File: src/rtl/pipe_stage_skid_reg_pkg.sv
// Shared definitions for the decode-to-execute stage register.
// Contents:
//   - default XLEN / ADDR_W widths
//   - occupancy encoding (EMPTY/ONE/FULL) and the matching state enum
//   - standard decode-to-execute payload field widths and offsets, so
//     producers and consumers pack/unpack the opaque payload identically
//   - occ_encode(): maps the two entry valid bits onto the occupancy code
package pipe_stage_skid_reg_pkg;

    localparam int XLEN_DEF   = 32;
    localparam int ADDR_W_DEF = 5;

    // Payload layout, LSB first: rs1 | rs2 | imm | alu | load | wb | misc
    localparam int RS1_W       = 32;
    localparam int RS2_W       = 32;
    localparam int IMM_W       = 32;
    localparam int ALU_CTRL_W  = 4;
    localparam int LD_CTRL_W   = 3;
    localparam int WB_CTRL_W   = 3;
    localparam int MISC_CTRL_W = 6;

    localparam int RS1_OFF       = 0;
    localparam int RS2_OFF       = RS1_OFF + RS1_W;
    localparam int IMM_OFF       = RS2_OFF + RS2_W;
    localparam int ALU_CTRL_OFF  = IMM_OFF + IMM_W;
    localparam int LD_CTRL_OFF   = ALU_CTRL_OFF + ALU_CTRL_W;
    localparam int WB_CTRL_OFF   = LD_CTRL_OFF + LD_CTRL_W;
    localparam int MISC_CTRL_OFF = WB_CTRL_OFF + WB_CTRL_W;
    localparam int DEC_EX_DATA_W = MISC_CTRL_OFF + MISC_CTRL_W;

    localparam logic [1:0] OCC_EMPTY = 2'd0;
    localparam logic [1:0] OCC_ONE   = 2'd1;
    localparam logic [1:0] OCC_FULL  = 2'd2;

    typedef enum logic [1:0] {
        ST_EMPTY = OCC_EMPTY,
        ST_ONE   = OCC_ONE,
        ST_FULL  = OCC_FULL
    } occ_state_e;

    // The skid entry is only ever filled while the main entry is valid,
    // so a valid skid entry alone means FULL.
    function automatic logic [1:0] occ_encode(input logic main_v, input logic skid_v);
        logic [1:0] occ;
        if (skid_v) begin
            occ = OCC_FULL;
        end else if (main_v) begin
            occ = OCC_ONE;
        end else begin
            occ = OCC_EMPTY;
        end
        return occ;
    endfunction

endpackage

File: src/rtl/pipe_stage_skid_reg_if.sv
// Handshake and data bundle of the decode-to-execute stage register.
// Signal names follow the stage ports (_in = into the stage, _out = out of it).
//   master : the environment (decode upstream, execute downstream, flush agent)
//   slave  : the stage register itself
interface pipe_stage_skid_reg_if
    import pipe_stage_skid_reg_pkg::*;
#(
    parameter int XLEN   = XLEN_DEF,
    parameter int ADDR_W = ADDR_W_DEF,
    parameter int DATA_W = DEC_EX_DATA_W
);
    logic              flush_in;
    logic              up_valid_in;
    logic              up_ready_out;
    logic [DATA_W-1:0] payload_in;
    logic [ADDR_W-1:0] rd_addr_in;
    logic              rf_wr_en_in;
    logic [XLEN-1:0]   iadder_in;
    logic              branch_taken_in;
    logic              down_valid_out;
    logic              down_ready_in;
    logic [DATA_W-1:0] payload_out;
    logic [ADDR_W-1:0] rd_addr_out;
    logic              rf_wr_en_out;
    logic [XLEN-1:0]   iadder_out;
    logic [1:0]        occupancy_out;

    modport master (
        output flush_in, up_valid_in, payload_in, rd_addr_in, rf_wr_en_in,
               iadder_in, branch_taken_in, down_ready_in,
        input  up_ready_out, down_valid_out, payload_out, rd_addr_out,
               rf_wr_en_out, iadder_out, occupancy_out
    );

    modport slave (
        input  flush_in, up_valid_in, payload_in, rd_addr_in, rf_wr_en_in,
               iadder_in, branch_taken_in, down_ready_in,
        output up_ready_out, down_valid_out, payload_out, rd_addr_out,
               rf_wr_en_out, iadder_out, occupancy_out
    );
endinterface

File: src/rtl/pipe_stage_skid_reg_stage_entry_reg.sv
// One stage entry: a valid bit plus {payload, rd_addr, rf_wr_en, iadder}.
// Ports:
//   clk_i, rst_ni        clock, asynchronous active-low reset
//   clear_i              drop the entry (fields keep their last value)
//   load_i               capture the *_i fields and mark the entry valid
//   branch_taken_i       when set (and ALIGN_TARGET) bit 0 of iadder is cleared on load
//   valid_o, *_o         stored entry
// clear_i wins over load_i.
module stage_entry_reg #(
    parameter int XLEN         = 32,
    parameter int ADDR_W       = 5,
    parameter int DATA_W       = 112,
    parameter int ALIGN_TARGET = 1
) (
    input  logic              clk_i,
    input  logic              rst_ni,
    input  logic              clear_i,
    input  logic              load_i,
    input  logic [DATA_W-1:0] payload_i,
    input  logic [ADDR_W-1:0] rd_addr_i,
    input  logic              rf_wr_en_i,
    input  logic [XLEN-1:0]   iadder_i,
    input  logic              branch_taken_i,
    output logic              valid_o,
    output logic [DATA_W-1:0] payload_o,
    output logic [ADDR_W-1:0] rd_addr_o,
    output logic              rf_wr_en_o,
    output logic [XLEN-1:0]   iadder_o
);

    function automatic logic [XLEN-1:0] align_target(input logic [XLEN-1:0] tgt,
                                                     input logic taken);
        logic [XLEN-1:0] res;
        if ((ALIGN_TARGET != 0) && taken) begin
            res = {tgt[XLEN-1:1], 1'b0};
        end else begin
            res = tgt;
        end
        return res;
    endfunction

    logic              valid_q,    valid_d;
    logic [DATA_W-1:0] payload_q,  payload_d;
    logic [ADDR_W-1:0] rd_addr_q,  rd_addr_d;
    logic              rf_wr_en_q, rf_wr_en_d;
    logic [XLEN-1:0]   iadder_q,   iadder_d;

    // Next-state: clear, load (with target alignment) or hold.
    always_comb begin
        valid_d    = valid_q;
        payload_d  = payload_q;
        rd_addr_d  = rd_addr_q;
        rf_wr_en_d = rf_wr_en_q;
        iadder_d   = iadder_q;
        if (clear_i) begin
            valid_d = 1'b0;
        end else if (load_i) begin
            valid_d    = 1'b1;
            payload_d  = payload_i;
            rd_addr_d  = rd_addr_i;
            rf_wr_en_d = rf_wr_en_i;
            iadder_d   = align_target(iadder_i, branch_taken_i);
        end else begin
            valid_d = valid_q;
        end
    end

    // Entry storage.
    always_ff @(posedge clk_i or negedge rst_ni) begin
        if (!rst_ni) begin
            valid_q    <= 1'b0;
            payload_q  <= {DATA_W{1'b0}};
            rd_addr_q  <= {ADDR_W{1'b0}};
            rf_wr_en_q <= 1'b0;
            iadder_q   <= {XLEN{1'b0}};
        end else begin
            valid_q    <= valid_d;
            payload_q  <= payload_d;
            rd_addr_q  <= rd_addr_d;
            rf_wr_en_q <= rf_wr_en_d;
            iadder_q   <= iadder_d;
        end
    end

    assign valid_o    = valid_q;
    assign payload_o  = payload_q;
    assign rd_addr_o  = rd_addr_q;
    assign rf_wr_en_o = rf_wr_en_q;
    assign iadder_o   = iadder_q;

endmodule

File: src/rtl/pipe_stage_skid_reg.sv
// Decode-to-execute pipeline stage register with valid/ready handshake and
// a 2-entry skid buffer (main entry drives the outputs, skid entry absorbs
// one extra instruction under back-pressure).
// Ports:
//   clk_in   stage clock, rising edge
//   rst_in   asynchronous active-low reset
//   bus      handshake/data bundle (slave view): upstream valid/ready and
//            fields, downstream valid/ready and registered fields, flush,
//            occupancy (0/1/2)
// up_ready_out depends on registered state only (no path from down_ready_in).
module pipe_stage_skid_reg
    import pipe_stage_skid_reg_pkg::*;
#(
    parameter int XLEN         = XLEN_DEF,
    parameter int ADDR_W       = ADDR_W_DEF,
    parameter int DATA_W       = DEC_EX_DATA_W,
    parameter int ZERO_INVALID = 1,
    parameter int ALIGN_TARGET = 1
) (
    input  logic                 clk_in,
    input  logic                 rst_in,
    pipe_stage_skid_reg_if.slave bus
);

    logic              main_v_s, skid_v_s;
    logic [DATA_W-1:0] main_pl_s, skid_pl_s, main_src_pl_s;
    logic [ADDR_W-1:0] main_rd_s, skid_rd_s, main_src_rd_s;
    logic              main_we_s, skid_we_s, main_src_we_s;
    logic [XLEN-1:0]   main_ia_s, skid_ia_s, main_src_ia_s;
    logic              main_src_br_s;

    logic       up_ready_s, up_fire_s, dn_fire_s;
    logic       main_load_s, main_clear_s, main_from_skid_s;
    logic       skid_load_s, skid_clear_s;
    occ_state_e state_s;

    assign up_ready_s = ~skid_v_s;
    assign up_fire_s  = bus.up_valid_in & up_ready_s;
    assign dn_fire_s  = main_v_s & bus.down_ready_in;
    assign state_s    = occ_state_e'(occ_encode(main_v_s, skid_v_s));

    // Occupancy control: decide which entries load or clear this cycle.
    always_comb begin
        main_load_s      = 1'b0;
        main_clear_s     = 1'b0;
        main_from_skid_s = 1'b0;
        skid_load_s      = 1'b0;
        skid_clear_s     = 1'b0;
        if (bus.flush_in) begin
            // Flush beats a simultaneous up_fire: the offered entry is dropped.
            main_clear_s = 1'b1;
            skid_clear_s = 1'b1;
        end else begin
            case (state_s)
                ST_EMPTY: begin
                    main_load_s = up_fire_s;
                end
                ST_ONE: begin
                    if (up_fire_s && dn_fire_s) begin
                        main_load_s = 1'b1;
                    end else if (up_fire_s) begin
                        skid_load_s = 1'b1;
                    end else if (dn_fire_s) begin
                        main_clear_s = 1'b1;
                    end else begin
                        main_load_s = 1'b0;
                    end
                end
                ST_FULL: begin
                    // Skid is already aligned, so it is reloaded with branch_taken forced low.
                    if (dn_fire_s) begin
                        main_load_s      = 1'b1;
                        main_from_skid_s = 1'b1;
                        skid_clear_s     = 1'b1;
                    end else begin
                        main_load_s = 1'b0;
                    end
                end
                default: begin
                    main_clear_s = 1'b1;
                    skid_clear_s = 1'b1;
                end
            endcase
        end
    end

    // Main-entry source select: skid entry when draining FULL, else upstream.
    always_comb begin
        main_src_pl_s = bus.payload_in;
        main_src_rd_s = bus.rd_addr_in;
        main_src_we_s = bus.rf_wr_en_in;
        main_src_ia_s = bus.iadder_in;
        main_src_br_s = bus.branch_taken_in;
        if (main_from_skid_s) begin
            main_src_pl_s = skid_pl_s;
            main_src_rd_s = skid_rd_s;
            main_src_we_s = skid_we_s;
            main_src_ia_s = skid_ia_s;
            main_src_br_s = 1'b0;
        end else begin
            main_src_br_s = bus.branch_taken_in;
        end
    end

    stage_entry_reg #(
        .XLEN(XLEN), .ADDR_W(ADDR_W), .DATA_W(DATA_W), .ALIGN_TARGET(ALIGN_TARGET)
    ) u_main (
        .clk_i(clk_in), .rst_ni(rst_in),
        .clear_i(main_clear_s), .load_i(main_load_s),
        .payload_i(main_src_pl_s), .rd_addr_i(main_src_rd_s),
        .rf_wr_en_i(main_src_we_s), .iadder_i(main_src_ia_s),
        .branch_taken_i(main_src_br_s),
        .valid_o(main_v_s), .payload_o(main_pl_s), .rd_addr_o(main_rd_s),
        .rf_wr_en_o(main_we_s), .iadder_o(main_ia_s)
    );

    stage_entry_reg #(
        .XLEN(XLEN), .ADDR_W(ADDR_W), .DATA_W(DATA_W), .ALIGN_TARGET(ALIGN_TARGET)
    ) u_skid (
        .clk_i(clk_in), .rst_ni(rst_in),
        .clear_i(skid_clear_s), .load_i(skid_load_s),
        .payload_i(bus.payload_in), .rd_addr_i(bus.rd_addr_in),
        .rf_wr_en_i(bus.rf_wr_en_in), .iadder_i(bus.iadder_in),
        .branch_taken_i(bus.branch_taken_in),
        .valid_o(skid_v_s), .payload_o(skid_pl_s), .rd_addr_o(skid_rd_s),
        .rf_wr_en_o(skid_we_s), .iadder_o(skid_ia_s)
    );

    localparam bit ZERO_EN = (ZERO_INVALID != 0);
    logic gate_s;
    assign gate_s = ZERO_EN & ~main_v_s;

    assign bus.up_ready_out   = up_ready_s;
    assign bus.down_valid_out = main_v_s;
    assign bus.rf_wr_en_out   = main_v_s & main_we_s;
    assign bus.payload_out    = gate_s ? {DATA_W{1'b0}} : main_pl_s;
    assign bus.rd_addr_out    = gate_s ? {ADDR_W{1'b0}} : main_rd_s;
    assign bus.iadder_out     = gate_s ? {XLEN{1'b0}}   : main_ia_s;
    assign bus.occupancy_out  = occ_encode(main_v_s, skid_v_s);

endmodule

File: src/flat_wrapper.sv
// flat-port wrapper written by rule: the top's interface ports become plain ports
module pipe_stage_skid_reg_flat import pipe_stage_skid_reg_pkg::*;
#(
    parameter int XLEN         = XLEN_DEF,
    parameter int ADDR_W       = ADDR_W_DEF,
    parameter int DATA_W       = DEC_EX_DATA_W,
    parameter int ZERO_INVALID = 1,
    parameter int ALIGN_TARGET = 1
)
  (clk_in, rst_in, bus_flush_in, bus_up_valid_in, bus_payload_in, bus_rd_addr_in, bus_rf_wr_en_in, bus_iadder_in, bus_branch_taken_in, bus_down_ready_in, bus_up_ready_out, bus_down_valid_out, bus_payload_out, bus_rd_addr_out, bus_rf_wr_en_out, bus_iadder_out, bus_occupancy_out);
  pipe_stage_skid_reg_if #(.XLEN(XLEN), .ADDR_W(ADDR_W), .DATA_W(DATA_W)) bus_i ();
  input  logic clk_in;
  input  logic rst_in;
  input wire logic [$bits(bus_i.flush_in)-1:0] bus_flush_in;
  input wire logic [$bits(bus_i.up_valid_in)-1:0] bus_up_valid_in;
  input wire logic [$bits(bus_i.payload_in)-1:0] bus_payload_in;
  input wire logic [$bits(bus_i.rd_addr_in)-1:0] bus_rd_addr_in;
  input wire logic [$bits(bus_i.rf_wr_en_in)-1:0] bus_rf_wr_en_in;
  input wire logic [$bits(bus_i.iadder_in)-1:0] bus_iadder_in;
  input wire logic [$bits(bus_i.branch_taken_in)-1:0] bus_branch_taken_in;
  input wire logic [$bits(bus_i.down_ready_in)-1:0] bus_down_ready_in;
  output wire logic [$bits(bus_i.up_ready_out)-1:0] bus_up_ready_out;
  output wire logic [$bits(bus_i.down_valid_out)-1:0] bus_down_valid_out;
  output wire logic [$bits(bus_i.payload_out)-1:0] bus_payload_out;
  output wire logic [$bits(bus_i.rd_addr_out)-1:0] bus_rd_addr_out;
  output wire logic [$bits(bus_i.rf_wr_en_out)-1:0] bus_rf_wr_en_out;
  output wire logic [$bits(bus_i.iadder_out)-1:0] bus_iadder_out;
  output wire logic [$bits(bus_i.occupancy_out)-1:0] bus_occupancy_out;
  assign bus_i.flush_in = bus_flush_in;
  assign bus_i.up_valid_in = bus_up_valid_in;
  assign bus_i.payload_in = bus_payload_in;
  assign bus_i.rd_addr_in = bus_rd_addr_in;
  assign bus_i.rf_wr_en_in = bus_rf_wr_en_in;
  assign bus_i.iadder_in = bus_iadder_in;
  assign bus_i.branch_taken_in = bus_branch_taken_in;
  assign bus_i.down_ready_in = bus_down_ready_in;
  assign bus_up_ready_out = bus_i.up_ready_out;
  assign bus_down_valid_out = bus_i.down_valid_out;
  assign bus_payload_out = bus_i.payload_out;
  assign bus_rd_addr_out = bus_i.rd_addr_out;
  assign bus_rf_wr_en_out = bus_i.rf_wr_en_out;
  assign bus_iadder_out = bus_i.iadder_out;
  assign bus_occupancy_out = bus_i.occupancy_out;
  pipe_stage_skid_reg #(.XLEN(XLEN), .ADDR_W(ADDR_W), .DATA_W(DATA_W), .ZERO_INVALID(ZERO_INVALID), .ALIGN_TARGET(ALIGN_TARGET)) u_core (.clk_in(clk_in), .rst_in(rst_in), .bus(bus_i));
endmodule
File: config.mk
export PLATFORM = sky130hd
export DESIGN_NAME = pipe_stage_skid_reg_flat
export DESIGN_NICKNAME = d
export VERILOG_FILES = /design/src/rtl/pipe_stage_skid_reg_pkg.sv /design/src/rtl/pipe_stage_skid_reg_if.sv /design/src/rtl/pipe_stage_skid_reg_stage_entry_reg.sv /design/src/rtl/pipe_stage_skid_reg.sv /design/src/flat_wrapper.sv
export SDC_FILE = /design/constraint.sdc
export NUM_CORES = 1
export LEC_CHECK = 0
export BUFFER_PORTS_ARGS = -buffer_cell sky130_fd_sc_hd__buf_2
export CORE_ASPECT_RATIO = 0.8
export CORE_UTILIZATION = 59
export DETAILED_ROUTE_END_ITERATION = 16
export PLACE_DENSITY = 0.93
export RECOVER_POWER = 100
export SETUP_SLACK_MARGIN = 0.4
export SLEW_MARGIN = 40
export SYNTH_ARGS = -nofsm -noshare
export SYNTH_HDL_FRONTEND = slang
export SYNTH_SLANG_ARGS = --single-unit
File: constraint.sdc
create_clock -name clk_in -period 5.6 [get_ports clk_in]
set_clock_uncertainty 0.15 [all_clocks]
set_input_delay 0.84 -clock clk_in [delete_from_list [all_inputs] [get_ports clk_in]]
set_output_delay 0.84 -clock clk_in [all_outputs]
set_load 0.005 [all_outputs]
==> results.toml <==
[clocking]
htreeDepth = 1
cts_setup_buffers = 0
path_clk_slew_ps = 60
cts-resized-gates = 0
cts_tree = "yes"
numCtsBuffers = 30
cts_hold_buf = 0
cts_num_sinks = 302
cts_buffer_depth = 3
cts-root-buf = "clkbuf_16"
insertion_delay_ps = 540

[placement]
post-dp-hpwl_um = 20200
place_inst = 1547
dpl_worst_slack_ps = 2610
gp_congestion = 0.769
port_buffers = 309

[critical_path]
path_max_fanout = 84
r2r_cells = 4
start_kind = "register"
r2r_start = "u_core.u_main.valid_o"
worstSetupStartpoint = "u_core.u_main.valid_o"
end_kind = "register"
arrival_ps = 4130
crit_type = "register to register"
required_ps = 5860

[power_and_ir_drop]
internal_power_mw = 4.55
ir_worst_vdd_mv = 0.242
p_switching_mw = 1.53
p_seq_share_pct = 50.0
p_comb_share_pct = 16.3
p_clk_share_pct = 33.7
p_total_mw = 6.08
p_leak_nw = 7.69
swShare_pct = 25.2
powerDensity_nw_per_um2 = 364

[yosys]
syn_avg_cell_area_um2 = 14.7
synth.area.top_cells = "dfrtp_1 (52%), mux2_2 (27%), mux2_4 (10%)"
synth.yosys.seq_area_share_pct = 52.4
synth_compound_area_share_pct = 0.243
ys_warn_count = 0
synth_flop_cell = "dfrtp_1"
ys_top_cells_by_count = "mux2_2 (350), dfrtp_1 (302), and2_1 (150)"
syn_area_um2 = 14400
yosys.area_share.simple_pct = 6.91
syn_inst = 985
synth_cell_type_count = 21
synth_edf_count = 0
synth_top_cell_by_area = "dfrtp_1"
yosysMostFrequentCell = "mux2_2"
synth-xor-area-share_pct = 0
async_flop_share_pct = 100
synth_top_area_share_pct = 52.4
synth-seq-cells = 302
synth.mux.area_fraction_pct = 37.7
synth_top_family_by_area = "multiplexers"
syn_nets = 1141
synthAdderAreaFrac_pct = 0

[status]
status = "finished with violations"
violations = "max-capacitance violations, max-slew violations"

[floorplanning]
dieArea_um2 = 25100
die_width_um = 177
core.rowCount = 50
initial_core_util_pct = 60.9
coreArea_um2 = 23700
die_h_um = 142
pin_count = 310

[global_routing]
grt_max_degree = 150
grt_antenna_before_repair = 8
grt_pass1_wl_um = 50400
grt.overflow.total = 0
track_usage_pct = 25.2
grt_pass1_vias = 9575

[timing]
fin_crit_sh_pct = 69.0
setup_tns_ps = 0
setup-violations-final = 0
worst_slack_ps = 1740
period_minus_slack_ps = 3860
slew_headroom_pct = -57.2
hold_viol_final = 0
rsz0062_at_grt = "false"
worst_slew_pin_slew_ps = 2360
drv_slew = 255
max_freq_ghz = 0.259

[drt]
drc = 0
drt_wl_total_um = 31500
ant_nets = 0
dr.pass1.iters = 5
drt-initial-drc-count = 349
wl_per_cell_um = 19.6
num_vias = 8747
viasPerCell = 5.44

[final_layout]
layout-drive-gt1-share_pct = 51.0
nNetsFinal = 1426
synthToLayoutAreaGrowth_pct = 15.8
fin_cells = 1609

[min_path]
hp-class = "input pin to asynchronous set/reset pin"

[flow_run]
max-cap-violations = 4
-- kinds of logic after synthesis --
logic type      count (synthesis)
mux                           450
flops                         302
simple gates                  158
buf+inv                        70
compound gates                  5
-- flip-flops by register name, indices dropped and copies added, names as in the netlist --
signal / flops
u_core.u_skid.valid_o: 1
u_core.u_main.iadder_o: 32
u_core.u_main.rd_addr_o: 5
u_core.u_main.valid_o: 1
u_core.u_main.payload_o: 112
u_core.u_skid.rf_wr_en_o: 1
u_core.u_skid.payload_o: 112
u_core.u_main.rf_wr_en_o: 1
u_core.u_skid.iadder_o: 32
u_core.u_skid.rd_addr_o: 5
-- layout make-up --
type	instances	area, µm²
clock buffer	45	908
antenna	4	10.0
sequential	302	7560
clock inverter	10	110
multi-input combinational	613	6100
inverter	2	7.51
fill	1643	7000
tap	312	390
timing repair buffer	321	1620
-- path summary, 6_finish.rpt --
check | end | slack [ps]
worst min-delay path | u_core.u_skid.payload_o[8] | 140
worst min register to register | u_core.u_skid.payload_o[11] | 340
worst max-delay path | u_core.u_main.payload_o[38] | 1740
min in group clk_in | u_core.u_skid.payload_o[11] | 340
worst max register to register | u_core.u_main.payload_o[38] | 1740
max in group asynchronous | u_core.u_skid.payload_o[72] | 2370
-- power groups by stage --
stage	registers, mW	clock network [mW]	logic [mW]
2_1_floorplan	2.95	0	0.841
3_3_place_gp	3.02	0	1.10
3_5_place_dp	3.06	0	1.16
4_1_cts	3.04	2.09	1.17
5_1_grt	3.11	2.17	1.09
6_report	3.04	2.05	0.989
-- worst max-delay path: stages, from the launching register on --
cell	delay [ps]
dfrtp_4	750
or2_1	350
a211oi_1	350
clkbuf_2	1580
mux2_2	460
-- per-layer routing --
metal  GRT usage, %  share of wire, %  up-vias
met4           8.85               3.4        8
met2           42.0                49      258
met5              0              0.15        -
met1           31.9                41     4403
li1               -                 -     4000
met3           6.59               6.4       78
-- stage by stage --
step / hold WS, ps / utilization, % / cell area, µm²
after CTS: 179 / 72.3 / 17100
after global routing: 195 / 70.4 / 16700
after floorplan: 322 / - / 14400
after global placement: 331 / 67.9 / 16100
final: 144 / 70.5 / 16700
after detailed placement: 337 / 68.0 / 16100
-- placed cells by master, fill, tap and decap left out, types with 2 or more instances in the layout --
master and n:
a211oi_1 2, a21oi_1 2, and2_0 65, and2_1 85, buf_12 2, buf_16 2
buf_2 245, bufinv_16 2, clkbuf_1 69, clkbuf_16 31, clkbuf_2 5, clkbuf_8 8
clkinv_2 4, clkinvlp_4 4, dfrtp_1 301, diode_2 4, inv_1 2, mux2_1 99
mux2_2 350, nor2b_1 2
Power figures use the tool's default switching activity.
